### config.mk
export PLATFORM = sky130hd
export DESIGN_NAME = bomba_multi
export DESIGN_NICKNAME = d
export VERILOG_FILES = /design/src/rtl/bomba_pkg.sv /design/src/rtl/bomba_debounce.sv /design/src/rtl/bomba_multi.sv
export SDC_FILE = /design/constraint.sdc
export NUM_CORES = 1
export LEC_CHECK = 0
export CORE_UTILIZATION = 60
export DETAILED_ROUTE_END_ITERATION = 10
export DONT_BUFFER_PORTS = 1
export PLACE_DENSITY = 0.76
export SYNTH_ARGS = -nofsm -noshare
export SYNTH_HDL_FRONTEND = slang
export SYNTH_SLANG_ARGS = --single-unit
### constraint.sdc
create_clock -name ck -period 2.9 [get_ports ck]
set_input_delay 0.58 -clock ck [delete_from_list [all_inputs] [get_ports ck]]
set_output_delay 0.58 -clock ck [all_outputs]
set_load 0.03 [all_outputs]
### src/rtl/bomba_pkg.sv
`default_nettype none
// ============================================================================
//  Module   : bomba_pkg
//  Brief    : Shared types and constants for the multi-pump tank controller.
//  Revision : 1.0 - initial release
// ============================================================================
package bomba_pkg;

    typedef enum logic [1:0] {
        ESPERA  = 2'b00,
        LLENADO = 2'b01,
        ALARMA  = 2'b10
    } estado_t;

    localparam int CAUSA_ERR    = 0;
    localparam int CAUSA_SECO   = 1;
    localparam int CAUSA_TIEMPO = 2;
    localparam int CAUSA_BOMBA  = 3;

    // Filtered sensor patterns: tank low with cistern wet, and tank full
    localparam logic [2:0] c_f_llenar = 3'b001;
    localparam logic [2:0] c_f_lleno  = 3'b111;

endpackage : bomba_pkg
`default_nettype wire

### src/rtl/bomba_debounce.sv
`default_nettype none
// ============================================================================
//  Module   : bomba_debounce
//  Brief    : Single-bit debouncer; output follows input after DEB_CYCLES
//             consecutive differing samples.
//  Revision : 1.0 - initial release
// ============================================================================
module bomba_debounce #(
    parameter int   DEB_CYCLES = 16,
    parameter logic RST_VAL    = 1'b1
) (
    input  logic ck,
    input  logic rst_i,
    input  logic raw_i,
    output logic f_o
);

    localparam int              CW     = (DEB_CYCLES > 1) ? $clog2(DEB_CYCLES) : 1;
    localparam logic [CW-1:0]   c_ult  = CW'(DEB_CYCLES - 1);

    logic [CW-1:0] r_cnt;
    logic          r_f;

    always_ff @(posedge ck) begin
        if (rst_i) begin
            r_cnt <= '0;
            r_f   <= RST_VAL;
        end else if (raw_i == r_f) begin
            r_cnt <= '0;
        end else if (r_cnt == c_ult) begin
            // This sample completes the run of differing samples
            r_f   <= raw_i;
            r_cnt <= '0;
        end else begin
            r_cnt <= r_cnt + 1'b1;
        end
    end

    assign f_o = r_f;

endmodule : bomba_debounce
`default_nettype wire

### src/rtl/bomba_multi.sv
`default_nettype none
// ============================================================================
//  Module   : bomba_multi
//  Brief    : Multi-pump tank controller: debounced sensors, round-robin pump
//             rotation with fault failover, run watchdog and latched alarms.
//  Revision : 1.0 - initial release
// ============================================================================
module bomba_multi
    import bomba_pkg::*;
#(
    parameter int N_PUMPS    = 2,
    parameter int DEB_CYCLES = 16,
    parameter int MAX_RUN    = 1024
) (
    input  logic               ck,
    input  logic               rst_i,
    input  logic [2:0]         sensores_i,
    input  logic [N_PUMPS-1:0] pump_fault_i,
    input  logic               ack_i,
    output logic [N_PUMPS-1:0] bomba_o,
    output logic               alarma_o,
    output logic [3:0]         causa_o,
    output logic [((N_PUMPS > 1) ? $clog2(N_PUMPS) : 1)-1:0] activa_o
);

    localparam int                 AW      = (N_PUMPS > 1) ? $clog2(N_PUMPS) : 1;
    localparam int                 TW      = $clog2(MAX_RUN);
    localparam logic [TW-1:0]      c_t_fin = TW'(MAX_RUN - 1);
    localparam logic [N_PUMPS-1:0] c_uno   = N_PUMPS'(1);

    // First healthy pump after cur, wrapping; cur itself is the last candidate
    function automatic logic [AW-1:0] next_healthy(input logic [AW-1:0]      cur,
                                                   input logic [N_PUMPS-1:0] h);
        logic [AW-1:0] res;
        logic [AW-1:0] cand;
        logic          found;
        res   = cur;
        found = 1'b0;
        for (int i = 1; i <= N_PUMPS; i++) begin
            cand = AW'((int'(cur) + i) % N_PUMPS);
            if (!found && h[cand]) begin
                res   = cand;
                found = 1'b1;
            end
        end
        return res;
    endfunction

    logic [2:0]         w_f;
    logic               w_err, w_dry, w_none, w_timeout, w_falla_act;
    logic [N_PUMPS-1:0] w_healthy;
    logic [AW-1:0]      w_sig;

    estado_t            r_state, w_state_nx;
    logic [AW-1:0]      r_activa, w_activa_nx;
    logic [3:0]         r_causa, w_causa_nx, w_causa_new;
    logic [TW-1:0]      r_timer, w_timer_nx;

    for (genvar g = 0; g < 3; g++) begin : g_deb
        bomba_debounce #(
            .DEB_CYCLES (DEB_CYCLES),
            .RST_VAL    (1'b1)
        ) u_deb (
            .ck    (ck),
            .rst_i (rst_i),
            .raw_i (sensores_i[g]),
            .f_o   (w_f[g])
        );
    end

    assign w_err       = w_f[2] & ~w_f[1];
    assign w_dry       = ~w_f[0];
    assign w_healthy   = ~pump_fault_i;
    assign w_none      = ~|w_healthy;
    assign w_timeout   = (r_timer == c_t_fin);
    assign w_falla_act = pump_fault_i[r_activa];
    assign w_sig       = next_healthy(r_activa, w_healthy);

    always_comb begin
        w_state_nx  = r_state;
        w_activa_nx = r_activa;
        w_causa_nx  = r_causa;
        w_timer_nx  = r_timer;
        w_causa_new = '0;
        w_causa_new[CAUSA_ERR]  = w_err;
        w_causa_new[CAUSA_SECO] = w_dry;

        case (r_state)
            ESPERA: begin
                // Missing pumps only matter once a fill is actually wanted
                w_causa_new[CAUSA_BOMBA] = (w_f == c_f_llenar) && w_none;
                if (|w_causa_new) begin
                    w_state_nx = ALARMA;
                    w_causa_nx = r_causa | w_causa_new;
                end else if (w_f == c_f_llenar) begin
                    w_state_nx  = LLENADO;
                    w_activa_nx = w_sig;
                    w_timer_nx  = '0;
                end
            end
            LLENADO: begin
                w_timer_nx = r_timer + 1'b1;
                w_causa_new[CAUSA_BOMBA]  = w_none;
                w_causa_new[CAUSA_TIEMPO] = w_timeout;
                if (|w_causa_new) begin
                    w_state_nx = ALARMA;
                    w_causa_nx = r_causa | w_causa_new;
                end else if (w_f == c_f_lleno) begin
                    w_state_nx = ESPERA;
                end else if (w_falla_act) begin
                    w_activa_nx = w_sig;
                end
            end
            ALARMA: begin
                w_causa_new[CAUSA_BOMBA] = w_none;
                if (ack_i && !(|w_causa_new)) begin
                    w_state_nx = ESPERA;
                    w_causa_nx = '0;
                end else begin
                    w_causa_nx = r_causa | w_causa_new;
                end
            end
            default: w_state_nx = ESPERA;
        endcase
    end

    always_ff @(posedge ck) begin
        if (rst_i) begin
            r_state  <= ESPERA;
            r_activa <= '0;
            r_causa  <= '0;
            r_timer  <= '0;
        end else begin
            r_state  <= w_state_nx;
            r_activa <= w_activa_nx;
            r_causa  <= w_causa_nx;
            r_timer  <= w_timer_nx;
        end
    end

    assign bomba_o  = (r_state == LLENADO) ? (c_uno << r_activa) : '0;
    assign alarma_o = (r_state == ALARMA);
    assign causa_o  = r_causa;
    assign activa_o = r_activa;

endmodule : bomba_multi
`default_nettype wire
==> reports/metrics.csv <==
stage,metric,value,unit
finish,"Area growth, synth to finish",5.45,%
routing,1st-pass router iterations,4,
sta,Total Neg Setup Slack,0,ps
sta,Fin. Hold Viols,0,
sta,Fmax,0.455,GHz
worst_setup_path,CP endpoint kind,output port,
grt,gr ovfl total,0,
finish,Final Net Count,196,
placement,hpwl dp,2220,um
sta,final setup vio count,0,
routing,Post-DRT Antenna Nets,0,
die,die area,2850,um^2
finish,share of cells above drive strength 1,7.18,%
synth,Yosys warning count,0,
worst_setup_path,Crit Path Max Fanout,7,
die,Core Area,2480,um^2
pwr,Logic pwr share,18.4,%
grt,largest net degree at the start of global routing,19,
run,total of max-cap violations,0,
sta,Slew @ Worst Pin,576,ps
worst_setup_path,CP required,2320,ps
cts,cts repair resizes,0,
placement,pre-CTS setup slack,962,ps
die,IO Pins,16,
placement,IO Port Bufs,0,
sta,max_slew headroom,61.4,%
cts,CTS Buf Count,5,
synth,Mapped Cells,176,
finish,diode count,0,
sta,Fin Hold WS,311,ps
min_path,Hold Crit Class,in -> reg,
synth,Synth Cell Area,1590,um^2
routing,final WL,2950,um
routing,vias per cell,6.01,
synth,"Distinct cells, synth",37,
cts,CTS root buffer,clkbuf_4,
status,status,"finished, final reports clean",
grt,Tot GR Track Use,23.0,%
cts,CTS tree,yes,
sta,Slew Limit Fails,0,
worst_setup_path,WP data arrival,1620,ps
pwr,Max rail drop VDD,442,uV
synth,#FFs+latches synth,32,
finish,Non-Filler Instances,211,
sta,fin crit share,75.8,%
cts,H-Tree Depth,2,
grt,vias in the first global route,1124,
cts,clock latency on the worst-skew pair,320,ps
finish,post-route cell area,1670,um^2
grt,antenna violations before repair,0,
sta,crit path time final,2200,ps
synth,Post-Syn Area per Cell,9.01,um^2
cts,clk sinks,32,
die,Die W,53.4,um
pwr,Leak Pwr,0.623,nW
sta,final worst setup slack,701,ps
die,FP Rows,18,
sta,RSZ-0062 raised after global routing,false,
worst_setup_path,worst setup path class,reg -> out,
worst_setup_path,Startpoint Class,flop,
die,Die Height,53.4,um
pwr,PwrDens,536,nW/um^2
die,Initial Utilization,64.0,%
cts,cts-stage hold buffer count,0,
finish,post-layout util,67.5,%
pwr,Clock Power Share,28.8,%
placement,Placer Congestion,0.898,
cts,"CTS clk-pin slew, worst paths",100,ps
pwr,Overall Power,895,uW
routing,via count,1268,
cts,setup bufs post-CTS,0,
routing,drt wl/cell,14.0,um
pwr,sequential share of power,52.8,%
cts,clk buf depth,2,
routing,drt drc,0,
synth,syn_nets,192,
pwr,Sw Ratio,28.9,%
placement,Post-DP Area,1610,um^2
pwr,switching pwr,259,uW
routing,Initial DRC Count,14,
placement,cell count after placement,203,
pwr,internal power,637,uW
synth,sequential share of the synthesized area,40.4,%
sta,worst clock skew,9.45,ps
grt,first-pass GRT wire length,4670,um
-- worst max-delay path, stage by stage (launching register included) --
cell and delay, ps:
dfxtp_1 350, inv_1 80, ha_1 260, inv_1 140, nor2_1 470
-- flip-flops by register name, indices dropped and copies added, names as in the netlist --
signal             count
g_deb.u_deb.r_cnt     12
r_timer               10
causa_o                4
g_deb.u_deb.f_o        3
r_state                2
activa_o               1
-- cell usage in the layout (no fill, tap or decap), types with 2 or more instances in the layout --
cell       n
a21oi_1   10
a41o_1     2
a41oi_1    3
and2_1     3
and3_1     4
clkbuf_1   2
clkbuf_4   5
dfxtp_1   32
ha_1       8
inv_1     10
mux2_2     2
mux2i_1    4
nand2_1   10
nand2b_1   2
nand3_1    9
nand3b_1   4
nand4_1    4
nor2_1    18
nor2b_1    3
nor3_1     2
o21a_1     3
o21ai_0    5
o31ai_1    3
or3_1      8
or4_1      4
xnor2_1    6
xor2_1     3
-- final timing paths --
check                                     startpoint                                 end  slack (ps)  depth (start not counted)
setup / recovery             r_state[1]$_SDFFE_PP0P_                          bomba_o[0]         700                          4
hold / removal                                 rst_i             r_timer[0]$_SDFFE_PP0P_         310                          1
setup reg to reg             r_state[1]$_SDFFE_PP0P_               activa_o$_SDFFE_PP0P_         940                          6
hold reg to reg   g_deb[0].u_deb.r_cnt[0]$_SDFF_PP0_  g_deb[0].u_deb.r_cnt[0]$_SDFF_PP0_         450                          1
-- metal layers --
metal  part of all wire (%)  global-route usage, %
met4                    1.2                   11.0
met5                      0                      0
met2                     49                   39.6
met3                    4.6                   7.76
met1                     45                   24.8
-- logic make-up after synthesis --
| kind of cell | count (synthesis) | share of synthesized area, % |
|---|---|---|
| and+or+nand+nor | 73 | 25.1 |
| muxes | 6 | 3.95 |
| adders and majority gates | 8 | 6.31 |
| buffers and inverters | 14 | 3.47 |
| xor gates and xnor gates | 9 | 4.97 |
| DFF | 32 | 40.4 |
| AOI/OAI and AO/OA | 34 | 15.8 |
-- final cells by class --
type	count	area, um^2
Multi-Input combinational cell	130	890
Fill cell	204	806
Sequential cell	32	641
Clock buffer	8	58.8
Inverter	10	37.5
Tap cell	30	37.5
Timing Repair Buffer	1	7.51
-- cells in the mapped netlist --
cell type | instances | share of area, %
clkbuf_1 | 2 | 0.47
a31oi_4 | 1 | 1.3
a211oi_1 | 1 | 0.47
nand2_1 | 10 | 2.4
ha_1 | 8 | 6.3
o311a_1 | 1 | 0.63
and3_1 | 4 | 1.6
a21boi_0 | 1 | 0.47
or3b_1 | 1 | 0.55
o211ai_1 | 1 | 0.47
mux2i_1 | 4 | 2.5
a41o_1 | 2 | 1.3
nor2_1 | 18 | 4.3
xnor2_1 | 6 | 3.3
or3_1 | 8 | 3.2
inv_1 | 10 | 2.4
a41oi_1 | 3 | 1.7
or4_1 | 4 | 1.9
nand3b_1 | 4 | 1.9
o31ai_1 | 3 | 1.4
buf_2 | 2 | 0.63
and2_1 | 3 | 1.2
o211a_1 | 1 | 0.63
nand3_1 | 9 | 2.8
dfxtp_1 | 32 | 40
nand4_1 | 4 | 1.6
xor2_1 | 3 | 1.7
a21oi_1 | 10 | 3.2
nor3b_4 | 1 | 1.2
nand2b_1 | 2 | 0.79
nor2b_1 | 3 | 1.2
o221a_2 | 1 | 0.71
mux2_2 | 2 | 1.4
o21ai_0 | 5 | 1.6
a31o_2 | 1 | 0.55
o21a_1 | 3 | 1.4
nor3_1 | 2 | 0.63
-- power by group through the flow --
stage	clock network (mW)	registers, mW	logic (mW)
detailed placement	0	0.484	0.164
global route	0.280	0.476	0.185
CTS	0.265	0.473	0.165
floorplan	0	0.480	0.140
finish	0.258	0.473	0.165
global placement	0	0.482	0.160
Note: power is estimated with default switching activity, not from simulation.
==> RTL edit: new RTL, same flow settings <==
The parameter `N_PUMPS` goes from 2 to 4.
--- a/src/rtl/bomba_multi.sv
+++ b/src/rtl/bomba_multi.sv
@@ -10,3 +10,3 @@
 #(
-    parameter int N_PUMPS    = 2,
+    parameter int N_PUMPS    = 4,
     parameter int DEB_CYCLES = 16,
Interface: changed (resized activa_o, bomba_o and pump_fault_i); port bits go from 16 to 21. The function was not compared with the original's and may differ.
==> RTL edit against the unedited design <==
- the flow now finishes with violations (DRC)
- sequential cell count up 1
- routed wire length up 10%
- non-clock buffer count up 1
- design area up 13%
- synthesized area up 15%
- critical endpoint is now activa_o[0]
- setup slack worse by 100 ps
- critical path type is now reg -> reg
Power is not compared: it rests on default switching activity, and its combinational part moved more than twofold at a synthesized area within 25%.
==> RTL edit: results (changes against the unedited design) <==
metric;value;unit;change
Crit path arrival time;2550;ps;+930 ps
uppermost layer routed;met4;;
vias in the first global route;1459;;+30%
placed cell count;223;;+9.9%
most frequent cells after synthesis;37 x nor2_1, 33 x dfxtp_1, 12 x ha_1;;
PostCTS Resize Cnt;0;;unchanged
WL final;3250;um;+10%
WL met1;1370;um;+3.6%
Worst-path clk slew;110;ps;
Distinct cells, synth;41;;+11%
layout cells sized above 1;0.0700;;-0.00182
Placer Congestion;0.815;;-9.2%
Pre-antenna DRT Iters;7;;+3
Reg2Reg Setup Slack;600;ps;-340 ps
ranking of synthesized cells by area;dfxtp_1 36%, ha_1 8.3%, nor2_1 7.6%;;
min Tclk post-route;2300;ps;+100 ps
global-route wire length before repair;5820;um;+25%
Synth Flop Type;dfxtp_1;;
DRT iter0 DRCs;64;;+50
Slew @ Worst Pin;681;ps;+105 ps
DRC;2;;+2
Hold WS;290;ps;-20.9 ps
dpl hpwl;2440;um;+10%
Post-Place Worst Slack;624;ps;-337 ps
Gate Count Post-Synth;196;;+11%
share of synthesized registers carrying an async set or reset;0;;unchanged
Final Skew;15.9;ps;+6.42 ps
CTS Buf Count;5;;unchanged
status;complete, but fails checks;;
DR vias/cell;6.10;;+1.5%
met3 routed WL;193;um;+41%
sequential area share after synthesis;0.363;;-0.0410
WL met2;1610;um;+11%
post-layout instance count excluding filler cells;231;;+9.5%
failing checks;DRC;;
largest net degree at the start of global routing;15;;-4
hold crit path type;in -> reg;;
Leakage;0.740;nW;
GRT Overall Usage;0.231;;+0.00105
Worst Path Max Fanout;4;;-3
Area after DPL;0.00183;mm2;+14%
ANT cells;0;;unchanged
Worst IR Drop VDD;0.000331;V;
Clock Latency Late Sink;340;ps;+20 ps
[RTL edit: cell count changes after synthesis, moves of 4 or more]
cell     delta
a21oi_1     -7
ha_1        +4
a211o_1     +4
o21ai_0     -4
nor2_1     +19
nand2_1     -9
xor2_1      +8
or4_1       -4
or3_1       -5
[RTL edit: power breakdown]
part           internal [mW]  switching (mW)  total, mW
Combinational         0.0296          0.0378     0.0673
Sequential             0.460         0.00546      0.465
Clock                 0.0923           0.159      0.252
[RTL edit: path summary, 6_finish.rpt]
check,start,end,depth (start not counted)
max,activa_o[0],activa_o[0],6
min,rst_i,r_state[1],1
max reg2reg,activa_o[0],activa_o[0],6
min reg2reg,g_deb[1].u_deb.r_cnt[0],g_deb[1].u_deb.r_cnt[0],1
[RTL edit: cells by family after synthesis]
kind of cell	after synthesis	share of synthesized area
xor gates and xnor gates	18	0.0867
AOI/OAI and AO/OA	24	0.103
DFF	33	0.363
and+or+nand+nor	80	0.221
buffers and inverters	17	0.0447
muxes	12	0.0990
adders and majority gates	12	0.0825
[RTL edit: critical path, cell delays in order (launching register included)]
cell	delay (ps)
dfxtp_1	570
inv_1	140
ha_1	380
mux4_2	320
nand2b_1	160
a211oi_1	270
mux2_2	360
[RTL edit: layout make-up]
type	instances	area [um2]
Tap cell	31	38.8
Clock inverter	2	10.0
Clock buffer	6	41.3
Inverter	11	41.3
Timing Repair Buffer	2	15.0
Fill cell	242	921
Multi-Input combinational cell	146	1080
Sequential cell	33	661
[RTL edit: layer usage]
layer | vias to the layer above | GRT usage
met5 | - | 0
met4 | 0 | 0.129
met3 | 9 | 0.0703
met2 | 36 | 0.388
met1 | 668 | 0.262
li1 | 696 | -
